File: config.mk
export PLATFORM = sky130hd
export DESIGN_NAME = pipe_ctrl
export DESIGN_NICKNAME = d
export VERILOG_FILES = /design/src/rtl/cpu_types.sv /design/src/rtl/sat_counter.sv /design/src/rtl/pipe_ctrl.sv
export SDC_FILE = /design/constraint.sdc
export NUM_CORES = 1
export LEC_CHECK = 0
export BUFFER_PORTS_ARGS = -buffer_cell sky130_fd_sc_hd__buf_2
export CORE_MARGIN = 2
export CORE_UTILIZATION = 52
export DETAILED_ROUTE_END_ITERATION = 8
export PLACE_DENSITY = 0.85
export SLEW_MARGIN = 10
export SYNTH_ARGS = -nofsm -noshare
export SYNTH_HDL_FRONTEND = slang
export SYNTH_SLANG_ARGS = --single-unit
File: constraint.sdc
create_clock -name CLK -period 3.82 [get_ports CLK]
set_input_delay 0.764 -clock CLK [delete_from_list [all_inputs] [get_ports CLK]]
set_output_delay 0.764 -clock CLK [all_outputs]
set_load 0.02 [all_outputs]
File: src/rtl/cpu_types.sv
// -----------------------------------------------------------------------------
// cpu_types
// Shared types for the pipelined OTTER control path.
//   pipe_state_t : sequencing states of the pipeline controller
//   pc_sel_t     : next-PC source select driven into the PC mux
// -----------------------------------------------------------------------------
package cpu_types;

    typedef enum logic [2:0] {
        HOLD      = 3'd0,
        FILL      = 3'd1,
        RUN       = 3'd2,
        INT_DRAIN = 3'd3,
        INT_ENTER = 3'd4
    } pipe_state_t;

    typedef enum logic [1:0] {
        PC4     = 2'd0,
        EXREDIR = 2'd1,
        MTVEC   = 2'd2,
        MEPC    = 2'd3
    } pc_sel_t;

    // Wide enough for the largest supported drain length (7)
    localparam int DRAIN_W = 3;

    // States in which lost pipeline slots are charged to the stall counter
    function automatic logic is_counted_state(pipe_state_t s);
        return (s == RUN) || (s == INT_DRAIN) || (s == INT_ENTER);
    endfunction

endpackage

File: src/rtl/sat_counter.sv
// -----------------------------------------------------------------------------
// sat_counter
// Saturating up-counter with asynchronous active-low clear.
//   clk   : clock, counts on rising edge
//   rst_n : asynchronous active-low clear
//   inc   : count enable for this cycle
//   count : current value, sticks at all-ones
// -----------------------------------------------------------------------------
module sat_counter #(
    parameter int W = 16
) (
    input  logic         clk,
    input  logic         rst_n,
    input  logic         inc,
    output logic [W-1:0] count
);

    // Count up when asked, but once every bit is set hold there for good
    // so a long stall storm never wraps back to a small value.
    always_ff @(posedge clk or negedge rst_n) begin
        if (!rst_n) begin
            count <= '0;
        end else if (inc && (count != '1)) begin
            count <= count + 1'b1;
        end
    end

endmodule

File: src/rtl/pipe_ctrl.sv
// -----------------------------------------------------------------------------
// pipe_ctrl
// Central stall/flush/next-PC sequencer for the five-stage OTTER pipeline.
// Outputs are decoded from the registered state plus the current cycle's
// hazard inputs, so they are valid in the same cycle as the event.
//   CLK, RESET_N          : clock, async active-low reset
//   PROG_RESET            : programmer reset, holds the pipeline empty
//   INTR, INT_EN          : interrupt request and global enable
//   LD_HAZ                : load-use hazard between EX and DE
//   JB_TAKEN, MRET        : control transfers resolved in EX
//   DE_PC                 : PC of the DE instruction (return address)
//   PC_WE, IF_ID_WE, DE_EX_WE            : register write enables
//   IF_ID_FLUSH, DE_EX_FLUSH, EX_MEM_FLUSH : bubble insertion
//   PC_SEL                : next-PC source (PC4/EXREDIR/MTVEC/MEPC)
//   INT_TAKEN             : one-cycle interrupt commit pulse to the CSRs
//   EPC                   : latched return PC
//   STALL_CNT             : saturating count of stalled/flushed cycles
// -----------------------------------------------------------------------------
module pipe_ctrl
    import cpu_types::*;
#(
    parameter int DRAIN_CYCLES = 2,
    parameter int CNT_W        = 16
) (
    input  logic             CLK,
    input  logic             RESET_N,
    input  logic             PROG_RESET,
    input  logic             INTR,
    input  logic             INT_EN,
    input  logic             LD_HAZ,
    input  logic             JB_TAKEN,
    input  logic             MRET,
    input  logic [31:0]      DE_PC,
    output logic             PC_WE,
    output logic             IF_ID_WE,
    output logic             DE_EX_WE,
    output logic             IF_ID_FLUSH,
    output logic             DE_EX_FLUSH,
    output logic             EX_MEM_FLUSH,
    output logic [1:0]       PC_SEL,
    output logic             INT_TAKEN,
    output logic [31:0]      EPC,
    output logic [CNT_W-1:0] STALL_CNT
);

    pipe_state_t        state;
    pipe_state_t        next_state;
    logic [DRAIN_W-1:0] drain_cnt;
    logic [31:0]        epc_q;
    pc_sel_t            pc_sel;
    logic               irq;
    logic               start_drain;
    logic               count_stall;

    assign irq = INTR & INT_EN;

    // Output and next-state decode. Defaults are the empty-pipeline values,
    // which is exactly what HOLD (and a programmer reset in any state) needs.
    // In RUN the if/else chain encodes the event priority; a taken branch
    // beats a load hazard because the dependent instruction is squashed.
    always_comb begin
        next_state   = state;
        PC_WE        = 1'b0;
        IF_ID_WE     = 1'b0;
        DE_EX_WE     = 1'b0;
        IF_ID_FLUSH  = 1'b1;
        DE_EX_FLUSH  = 1'b1;
        EX_MEM_FLUSH = 1'b1;
        pc_sel       = PC4;
        INT_TAKEN    = 1'b0;
        start_drain  = 1'b0;

        if (PROG_RESET) begin
            next_state = HOLD;
        end else begin
            case (state)
                HOLD: begin
                    next_state = FILL;
                end
                FILL: begin
                    PC_WE      = 1'b1;
                    IF_ID_WE   = 1'b1;
                    DE_EX_WE   = 1'b1;
                    next_state = RUN;
                end
                RUN: begin
                    PC_WE        = 1'b1;
                    IF_ID_WE     = 1'b1;
                    DE_EX_WE     = 1'b1;
                    IF_ID_FLUSH  = 1'b0;
                    DE_EX_FLUSH  = 1'b0;
                    EX_MEM_FLUSH = 1'b0;
                    if (MRET) begin
                        pc_sel      = MEPC;
                        IF_ID_FLUSH = 1'b1;
                        DE_EX_FLUSH = 1'b1;
                    end else if (JB_TAKEN) begin
                        pc_sel      = EXREDIR;
                        IF_ID_FLUSH = 1'b1;
                        DE_EX_FLUSH = 1'b1;
                    end else if (irq) begin
                        PC_WE       = 1'b0;
                        IF_ID_FLUSH = 1'b1;
                        DE_EX_FLUSH = 1'b1;
                        start_drain = 1'b1;
                        next_state  = INT_DRAIN;
                    end else if (LD_HAZ) begin
                        PC_WE       = 1'b0;
                        IF_ID_WE    = 1'b0;
                        DE_EX_FLUSH = 1'b1;
                    end
                end
                INT_DRAIN: begin
                    // EX only holds bubbles now, so EX-stage events are moot
                    IF_ID_WE     = 1'b1;
                    DE_EX_WE     = 1'b1;
                    EX_MEM_FLUSH = 1'b0;
                    if (drain_cnt == DRAIN_W'(1)) begin
                        next_state = INT_ENTER;
                    end
                end
                INT_ENTER: begin
                    PC_WE        = 1'b1;
                    IF_ID_WE     = 1'b1;
                    DE_EX_WE     = 1'b1;
                    EX_MEM_FLUSH = 1'b0;
                    pc_sel       = MTVEC;
                    INT_TAKEN    = 1'b1;
                    next_state   = RUN;
                end
                default: begin
                    next_state = HOLD;
                end
            endcase
        end
    end

    // State, drain counter and return PC. The drain counter is loaded with
    // the drain length as the interrupt is accepted and the FSM moves on to
    // INT_ENTER when it reads 1, giving exactly DRAIN_CYCLES drain cycles.
    // A programmer reset also discards any latched return PC.
    always_ff @(posedge CLK or negedge RESET_N) begin
        if (!RESET_N) begin
            state     <= HOLD;
            drain_cnt <= '0;
            epc_q     <= '0;
        end else begin
            state <= next_state;
            if (start_drain) begin
                drain_cnt <= DRAIN_W'(DRAIN_CYCLES);
            end else if (state == INT_DRAIN && drain_cnt != '0) begin
                drain_cnt <= drain_cnt - 1'b1;
            end
            if (PROG_RESET) begin
                epc_q <= '0;
            end else if (start_drain) begin
                epc_q <= DE_PC;
            end
        end
    end

    // A cycle is charged to the counter when it loses a slot: something is
    // flushed or the PC is frozen while the pipeline is live.
    assign count_stall = is_counted_state(state) &&
                         (IF_ID_FLUSH || DE_EX_FLUSH || EX_MEM_FLUSH || !PC_WE);

    sat_counter #(
        .W (CNT_W)
    ) u_stall_cnt (
        .clk   (CLK),
        .rst_n (RESET_N),
        .inc   (count_stall),
        .count (STALL_CNT)
    );

    assign PC_SEL = pc_sel;
    assign EPC    = epc_q;

endmodule

==> metrics.csv <==
metric;value;unit
status;complete, no violations;
crit path capture;DE_EX_FLUSH;
total gr overflow;0;
Synth Area in Simple Gates;0.165;
final RePlAce weighted congestion;0.843;
Slew @ Worst Pin;0.699;ns
CTS tree;done;
GRT Util Overall;0.208;
Cell variety after synth;36;
first-pass GRT wire length;8590;µm
setup TNS;0;ns
most frequent cells in the layout;buf_2, dfrtp_1, a22o_1;
I/O Pins;97;
Max Fclk;364;MHz
Power Dens Cells;473;mW/mm²
H-Tree Level Count;2;
fin crit period;2.75;ns
unrepaired setup endpoints after global routing;no;
Hold Path Class;in -> async;
core area;0.00463;mm²
YS warnings;0;
critical-path cell list;nand2b_1, nor3_1, nand3_1, or2_2, buf_2;
critical path peak fanout;13;
Slew Limit Fails;0;
Pre-antenna DRT Iters;4;
reg2reg path depth;4;
Post-synth ARST share;1.00;
clock slew at reported path FFs;0.10;ns
Worst Path Required;3.06;ns
period utilization;0.719;
clk_skew;0.00797;ns
clk_lat worst skew;0.30;ns
Crit Reg-Reg Startpoint;state[0];
total CTS buffers;5;
non-filler instance count after layout;357;
Via density;5.60;
sequential fraction of the synthesis area;0.550;
DR iter-0 viols;100;
syn avg cell area;11.8;µm²
FILL cells;363;
Critical Path End Type;output port;
setup violators final;0;
Die Ht;72.7;µm
dpl hpwl;3870;µm
reg-to-reg endpoint;u_stall_cnt.count[4];
Die ar.;0.00529;mm²
Syn Nets;253;
initial core utilization;0.531;
Pleak;1.55;nW
antenna violations before repair;0;
share of layout cells above drive strength 1;0.406;
num rows;25;
Antenna Cells;0;
NumNets Final;346;
worst-case vdd ir drop;0.000338;V
Mapped Area;0.00246;mm²
largest cells by area after synthesis;dfrtp_1, a22o_1, xor2_1;
Avg WL per Cell;14.7;µm
Clock Path Buffers;2;
commonest non-fill, non-tap cell in the layout;buf_2;
DR DRC count;0;
startpoint types;register;
P&R area growth vs syn;25.5;%
Post-Synth XOR/XNOR Area;0.0642;
placed cells;349;
Fin. Hold Viols;0;
Multi-input gate area;0.00102;mm²
clock root buffer;clkbuf_8;
port buffer count;96;
slowest cell delay on critical path;0.52;ns
Synth Area in Compound Gates;0.158;
Post-synth EDFFs;0;
Synth Instances;209;
Synth top area share;0.550;
worst path arrival time;1.98;ns
post-cts resize count;0;
Routed Antenna Nets;0;
top_reg_cell synth;dfrtp_1;
Crit. Startpoint;state[2];
CTS Hold Bufs;0;
post-synth top area cell;dfrtp_1;
max-cap viol count;0;
relative slew slack;0.534;
FF-to-FF setup slack;1.70;ns
Die Wd;72.7;µm
Post-CTS Setup Repair Bufs;0;
Vias;1998;
largest net degree at the start of global routing;36;
Num Clock Sinks;54;
vias in the first global route;1928;
post-synthesis adder-cell area fraction;0.0204;
mux contribution to synthesized area;0.00458;
Post-Route WL;5230;µm
synthesis-stage register bit count;54;
largest family of logic cells by synthesized area;simple AND/OR/NAND/NOR gates;
register area;0.00135;mm²
WS Path Type;reg -> out;
slowest CP cell;dfrtp_1;
==> per-layer routing <==
layer / vias to the layer above / GRT usage / wire [µm]
met5: - / 0 / 0
met4: 0 / 0.0864 / 105
met3: 10 / 0.0331 / 259
met2: 55 / 0.339 / 2610
met1: 981 / 0.279 / 2260
li1: 952 / - / -
==> logic make-up after synthesis <==
| group | count (synthesis) |
|---|---|
| flip-flops | 54 |
| XOR/XNOR | 18 |
| buffers and inverters | 19 |
| adder cells (fa/ha/maj) | 4 |
| AND/OR/NAND/NOR | 66 |
| multiplexers | 1 |
| AO/OA/AOI/OAI | 47 |
==> stage by stage <==
| stage | setup WS [ns] | cell area [µm²] | util | hold slack (ns) | total power (W) |
|---|---|---|---|---|---|
| after global routing | 0.904 | 3080 | 0.666 | 0.530 | 0.00155 |
| after floorplan | 0.984 | 2460 | - | 0.459 | 0.000961 |
| final | 1.07 | 3080 | 0.666 | 0.498 | 0.00146 |
| after global placement | 1.24 | 2960 | 0.640 | 0.469 | 0.00107 |
| after CTS | 1.07 | 3080 | 0.666 | 0.501 | 0.00147 |
| after detailed placement | 1.21 | 2960 | 0.640 | 0.477 | 0.00109 |
==> sequential cells by signal, summed over array words and instances, names as in the netlist <==
name and cells:
state 3, EPC 32, drain_cnt 3, u_stall_cnt.count 16
==> how the worst min path moves through the flow <==
stage / to / depth (start not counted) / from / slack [ns]
6_report: u_stall_cnt.count[8] / 1 / RESET_N / 0.50
5_1_grt: drain_cnt[1] / 1 / drain_cnt[1] / 0.53
4_1_cts: drain_cnt[1] / 1 / drain_cnt[1] / 0.50
3_5_place_dp: drain_cnt[1] / 1 / drain_cnt[1] / 0.48
3_3_place_gp: drain_cnt[1] / 1 / drain_cnt[1] / 0.47
2_1_floorplan: drain_cnt[1] / 1 / drain_cnt[1] / 0.46
==> cells in the mapped netlist (2+ instances only) <==
cell type / count
nor4_2: 7
xor2_1: 15
nor4_1: 5
nand3_1: 8
or2_2: 4
buf_6: 2
nand2_1: 9
nor2_1: 11
buf_2: 5
nand4_1: 4
a22o_1: 32
nor4b_1: 2
clkbuf_1: 7
dfrtp_1: 54
nor3_1: 6
a211oi_1: 3
ha_1: 4
xnor2_1: 3
a21o_1: 3
nand2b_1: 3
inv_1: 5
a21oi_1: 3
==> area by class of cell <==
class                   instances  share of cell area
clock buffers                   5              0.0223
clock inverters                 3              0.0158
inverters                       5             0.00609
multi-input cells             136               0.330
flip-flops and latches         54               0.438
well taps                      54              0.0219
repair buffers                100               0.166
==> report_power, final <==
group          switching [W]  leakage (nW)  internal (W)
clock network       0.000186        0.0563      0.000200
registers          0.0000766         0.690      0.000635
logic               0.000219         0.806      0.000143
==> critical path, delay by kind of cell (launching register included) <==
kind	cells	cell delay [ns]
AND/OR/NAND/NOR	4	1.02
flip-flops	1	0.52
buffers and inverters	1	0.16
No activity file was read; power rests on OpenSTA's default activity.
